File: src/rtl/dmem_arbiter.sv
// Two-master arbiter (CPU load/store, aux loader/debug) for dmem port A.
// Optional macro DMEM_ARB_CPU_PRIO_EN: fixed CPU tie priority with aux aging.
//
// Ports:
//   clk, reset                    clock, synchronous active-high reset
//   cpu_req/we/addr/wdata         CPU single-beat request
//   cpu_gnt, cpu_rvalid           CPU grant pulse, read-data-valid pulse
//   aux_req/we/addr/wdata         aux single-beat request
//   aux_gnt, aux_rvalid           aux grant pulse, read-data-valid pulse
//   rdata                         registered read data, shared
//   mem_addr/wdata/we, mem_rdata  dmem port A (combinational read)
//   busy                          high while a grant is in progress
module dmem_arbiter #(
  parameter int ADDR_W   = 32,
  parameter int DATA_W   = 32,
  parameter int MAX_WAIT = 4
) (
  input  logic              clk,
  input  logic              reset,
  input  logic              cpu_req,
  input  logic              cpu_we,
  input  logic [ADDR_W-1:0] cpu_addr,
  input  logic [DATA_W-1:0] cpu_wdata,
  output logic              cpu_gnt,
  output logic              cpu_rvalid,
  input  logic              aux_req,
  input  logic              aux_we,
  input  logic [ADDR_W-1:0] aux_addr,
  input  logic [DATA_W-1:0] aux_wdata,
  output logic              aux_gnt,
  output logic              aux_rvalid,
  output logic [DATA_W-1:0] rdata,
  output logic [ADDR_W-1:0] mem_addr,
  output logic [DATA_W-1:0] mem_wdata,
  output logic              mem_we,
  input  logic [DATA_W-1:0] mem_rdata,
  output logic              busy
);

  typedef enum logic [1:0] {
    IDLE  = 2'd0,
    G_CPU = 2'd1,
    G_AUX = 2'd2
  } state_t;

  state_t            state_q, state_d;
  logic [DATA_W-1:0] rdata_q, rdata_d;
  logic              cpu_rv_q, cpu_rv_d;
  logic              aux_rv_q, aux_rv_d;
  logic              cpu_el, aux_el;
  logic              pick_aux;

`ifdef DMEM_ARB_CPU_PRIO_EN
  localparam int CW = $clog2(MAX_WAIT + 2);

  logic [CW-1:0] wait_cnt_q, wait_cnt_d;

  // Aux ages while it waits; once starved long enough it wins ties.
  always_comb begin
    wait_cnt_d = wait_cnt_q;
    if (state_q == G_AUX)
      wait_cnt_d = '0;
    else if (aux_req && wait_cnt_q < CW'(MAX_WAIT))
      wait_cnt_d = wait_cnt_q + 1'b1;
  end

  assign pick_aux = (wait_cnt_q >= CW'(MAX_WAIT));

  always_ff @(posedge clk) begin
    if (reset) wait_cnt_q <= '0;
    else       wait_cnt_q <= wait_cnt_d;
  end
`else
  // last_q = 1 when aux was served most recently.
  logic last_q, last_d;

  always_comb begin
    last_d = last_q;
    if (state_q == G_CPU) last_d = 1'b0;
    if (state_q == G_AUX) last_d = 1'b1;
  end

  assign pick_aux = ~last_q;

  always_ff @(posedge clk) begin
    if (reset) last_q <= 1'b1;
    else       last_q <= last_d;
  end
`endif

  // The master owning the current grant is masked out of the decision.
  assign cpu_el = cpu_req & (state_q != G_CPU);
  assign aux_el = aux_req & (state_q != G_AUX);

  always_comb begin
    state_d = IDLE;
    case ({cpu_el, aux_el})
      2'b11:   state_d = pick_aux ? G_AUX : G_CPU;
      2'b10:   state_d = G_CPU;
      2'b01:   state_d = G_AUX;
      default: state_d = IDLE;
    endcase
  end

  always_comb begin
    cpu_gnt   = 1'b0;
    aux_gnt   = 1'b0;
    mem_addr  = '0;
    mem_wdata = '0;
    mem_we    = 1'b0;
    unique case (state_q)
      G_CPU: begin
        cpu_gnt   = 1'b1;
        mem_addr  = cpu_addr;
        mem_wdata = cpu_wdata;
        mem_we    = cpu_we & ~reset;
      end
      G_AUX: begin
        aux_gnt   = 1'b1;
        mem_addr  = aux_addr;
        mem_wdata = aux_wdata;
        mem_we    = aux_we & ~reset;
      end
      default: ;
    endcase
  end

  always_comb begin
    cpu_rv_d = (state_q == G_CPU) & ~cpu_we;
    aux_rv_d = (state_q == G_AUX) & ~aux_we;
    rdata_d  = rdata_q;
    if (cpu_rv_d | aux_rv_d) rdata_d = mem_rdata;
  end

  // Reset wins over capture, so an aborted read yields no rvalid.
  always_ff @(posedge clk) begin
    if (reset) begin
      state_q  <= IDLE;
      rdata_q  <= '0;
      cpu_rv_q <= 1'b0;
      aux_rv_q <= 1'b0;
    end else begin
      state_q  <= state_d;
      rdata_q  <= rdata_d;
      cpu_rv_q <= cpu_rv_d;
      aux_rv_q <= aux_rv_d;
    end
  end

  assign rdata      = rdata_q;
  assign cpu_rvalid = cpu_rv_q;
  assign aux_rvalid = aux_rv_q;
  assign busy       = (state_q != IDLE);

endmodule

File: config.mk
export PLATFORM = sky130hd
export DESIGN_NAME = dmem_arbiter
export DESIGN_NICKNAME = d
export VERILOG_FILES = /design/src/rtl/dmem_arbiter.sv
export SDC_FILE = /design/constraint.sdc
export NUM_CORES = 1
export LEC_CHECK = 0
export ABC_AREA = 1
export BUFFER_PORTS_ARGS = -buffer_cell sky130_fd_sc_hd__buf_2
export CAP_MARGIN = 20
export CORE_AREA = 10 10 96 98
export DETAILED_ROUTE_END_ITERATION = 10
export DIE_AREA = 0 0 106 108
export HOLD_SLACK_MARGIN = 0.15
export PLACE_DENSITY = 0.81
export SETUP_SLACK_MARGIN = 0.4
export SLEW_MARGIN = 20
export SYNTH_ARGS = -nofsm -noshare
export SYNTH_HDL_FRONTEND = slang
export SYNTH_SLANG_ARGS = --single-unit
File: constraint.sdc
create_clock -name clk -period 2.4 [get_ports clk]
set_input_delay 0.12 -clock clk [delete_from_list [all_inputs] [get_ports clk]]
set_output_delay 0.12 -clock clk [all_outputs]
set_load 0.005 [all_outputs]
-- Word-level counts from Yosys, hierarchy flattened
Cells that the tools add are included.
- equality and inequality tests: 7
- mux-type cells: 7
- bitwise operators: 10
- reductions and logical operators: 2
- operator list (cell ; count):
    $pmux W32 S2 ; 2
    $and A1 B1 Y1 ; 6
    $eq A2 B2 Y1 const B ; 3
    $pmux W2 S3 ; 1
    $eq A2 B1 Y1 const B ; 2
    $not A1 Y1 ; 3
    $mux W1 ; 2
    $mux W2 ; 1
    $ne A2 B1 Y1 const B ; 1
    $ne A2 B2 Y1 const B ; 1
    $pmux W1 S2 ; 1
    $reduce_bool A2 Y1 ; 1
    $reduce_or A2 Y1 ; 1
    $or A1 B1 Y1 ; 1
- register bits after elaboration: 37
- input bits: 166
- output and inout bits: 102
- word-level logic and storage cells: 31

-- Longest topological paths before layout
- depth in word-level cells: 4
- mapped depth: 8
- mapped depth without buffers: 6

-- Worst setup path after synthesis
No wires, ideal clock.
- path kind: flip-flop to output port
- start: register state_q[0]
- end: output mem_addr[0]
- arrival: 1.236 ns
- data required time: 2.280 ns
- path slack: 1.044 ns
- cell stages (with the launch flop): 7
- path buffers: 2
- path through: dfxtp_1 > inv_1 > ha_1 > inv_2 > buf_2 > clkbuf_1 > a21oi_1
- longest elaborated chain between the ends: 2
- elaborated cells on any way between the ends: 3
- classes of those cells: 2 x eq/ne; 1 x mux
- RTL lines (item ; RTL line ; RTL):
    from (decl) ; 46 ; state_t state_q, state_d;
    from (signal assigned) ; 143 ; state_q <= state_d;
    $eq A2 B2 Y1 / $eq A2 B1 Y1 (equally long branches) ; 111 ; unique case (state_q)
    $pmux W32 S2 (*) ; 111 ;
    to (decl) ; 33 ; output logic [ADDR_W-1:0] mem_addr,
Every way passes the cells marked *; elsewhere a longest branch is shown, timed or not.

-- Final worst setup path
- start: register state_q[0]
- end: output mem_addr[17]
The elaborated chain is that of the path after synthesis.

==> reports/summary.txt <==
Post-Syn Area: 0.00262 mm^2
Final core occ: 59.8%
Worst IR drop on VDD: 0.389 mV
Port Buffers: 267
Post-synthesis adder-cell area fraction: 1.91%
Status: finished, final reports clean
Pre-CTS WS: 649 ps
Initial antenna violation count: 0
Clock skew: 4.88 ps
Global route overflow: 0
Power per Cell Area: 383 mW/mm^2
Fill cell count: 713
Setup-failing EPs final: 0
Synth warn: 0
# DRC: 0
DR WL/cell: 17.4 um
Synth Area per Inst: 5.74 um^2
Via density per instance: 4.88
Relative slew slack: 62.9%
XOR/XNOR Fraction of Synth Area: 0%
Final wirelength: 14600 um
Reg clk slew, reported paths: 60 ps
FF+latch area: 741 um^2
Root Buffer: clkbuf_8
Row count: 32
Die W: 106 um
Finished Cell Area: 0.00445 mm^2
Multi-input gate area: 0.00155 mm^2
ANT cells: 0
Synth Area in Compound Gates: 18.7%
Post-Synth Simple-Gate Area: 37.6%
Slew Limit Fails: 0
1st-iter DRT viols: 276
Initial Util: 35.1%
Endpoints failing hold: 0
Core area: 0.00745 mm^2
Vias post-DR: 4083
Global Route Usage Sum: 23.5%
Die H: 108 um
Yosys reg bits: 37
Clock Sinks: 37
Setup WS post-layout: 537 ps
CP required: 2280 ps
CTS buffer count: 5
IO Count: 268
Drt first pass iters: 6
Mux share of post-synthesis cell area: 0%
DIE AREA: 0.0114 mm^2
Final period util: 77.6%
Number of unique standard cell types used by synthesis: 16
Combinational family with the most area after synthesis: simple AND/OR/NAND/NOR gates
Class of the worst hold path: in2reg
Setup TNS: 0 ps
Post-Synthesis Cells: 456
Placer Congestion: 1.11
Placed Area: 0.00401 mm^2
Largest net degree at the start of global routing: 66
FMAX: 537 MHz
Max Cap Violations: 0
Final #Nets: 905
First-pass GRT wire length: 21600 um
Post-CTS setup buffer count: 0
Clock Tree Buf Depth: 2
DP HPWL: 11100 um
Syn Nets: 626
Number of global-route vias before repair: 3860
Critical path launch point type: flop
RSZ-0062 raised after global routing: true
Actual slew at the worst max-slew pin: 554 ps
Max FO, Critical Path: 48
CP Capture Type: output pin
Post-layout min period: 1860 ps
Routed Antenna Nets: 0
LEAKAGE: 2.48 nW
CTS tree: done
Share of cells above drive strength 1: 40.7%
H-tree Lvls: 2
Area grow syn2layout: 70.1%
Worst-Skew Late Latency: 280 ps
Sequential fraction of the synthesis area: 28.3%
Worst EP arrival: 1740 ps
Crit path kind: reg2out
-- stage by stage --
step	hold slack, ps	instances	power (mW)
after floorplan	192	456	0.973
after global placement	338	795	1.25
after detailed placement	346	795	1.26
after CTS	412	836	1.71
after global routing	448	836	1.82
final	427	836	1.70
-- cell usage after synthesis (all sizes together) --
master | instances | share of area (%)
nand2 | 165 | 24
a21oi | 96 | 18
inv | 42 | 6.0
dfxtp | 37 | 28
nor2 | 37 | 5.3
nand3 | 32 | 8.0
buf | 24 | 5.4
clkbuf | 14 | 2.0
ha | 4 | 1.9
nor3 | 3 | 0.57
o21ai | 2 | 0.38
-- layer usage --
layer	vias to the layer above	global-route usage (%)	part of all wire, %
li1	1985	-	-
met1	1831	25.3	37
met2	231	41.0	49
met3	36	9.46	11
met4	0	8.51	2.9
met5	-	0	0
-- worst max-delay path, stage by stage (launching register included) --
cell	delay (ps)
dfxtp_1	310
inv_1	140
ha_4	310
buf_12	260
nand2_1	150
a21oi_1	160
buf_2	140
-- cells in the final DEF, fill, tap and decap left out --
cell	synthesis	routed
clkbuf_8	0	5
buf_4	7	3
nand2_1	165	163
dlygate4sd3_1	0	35
nor2_1	37	37
a21oi_1	96	95
inv_6	0	1
buf_6	1	1
ha_4	0	1
nand3_2	10	10
o21ai_1	2	2
buf_12	0	4
clkinv_2	0	1
buf_2	15	267
nand2_2	0	2
inv_1	39	39
ha_2	0	1
dfxtp_1	37	37
ha_1	4	2
nor3_1	3	3
inv_2	3	2
nand3_1	22	22
a21oi_2	0	1
-- power by group --
group	internal, mW	total, mW	switching (mW)	leakage, nW
combinational	0.299	0.629	0.329	2.14
sequential	0.660	0.684	0.0234	0.303
clock	0.191	0.391	0.200	0.0399
total	1.15	1.70	0.553	2.48
-- state kept, by name (all words and copies together) (netlist names) --
signal      count
rdata          32
aux_rvalid      1
cpu_rvalid      1
state_q         2
last_q          1
-- kinds of logic after synthesis --
| kind of cell | count (synthesis) |
|---|---|
| AOI/OAI and AO/OA | 98 |
| adders and majority gates | 4 |
| buffers and inverters | 80 |
| DFF | 37 |
| and+or+nand+nor | 237 |
-- final timing paths --
kind | from | to | slack [ps] | cells after the start
max | state_q[0] | mem_addr[17] | 540 | 6
min | cpu_we | cpu_rvalid | 430 | 5
max reg2reg | state_q[0] | rdata[18] | 610 | 7
min reg2reg | last_q | last_q | 500 | 2
-- repair_timing --
item,in CTS,in global routing
gates resized for setup,2,3
hold buffers,35,0
endpoints found under the setup margin,31,6
pin swaps,0,0
hold endpoints to repair,36,0
-- cell type report --
type / count / share of cell area, %
flip-flops and latches: 37 / 16.6
multi-input cells: 339 / 34.8
clock inverters: 1 / 0.112
inverters: 42 / 3.65
well taps: 102 / 2.87
clock buffers: 5 / 1.55
repair buffers: 310 / 40.4
(Power assumes the default switching activity.)
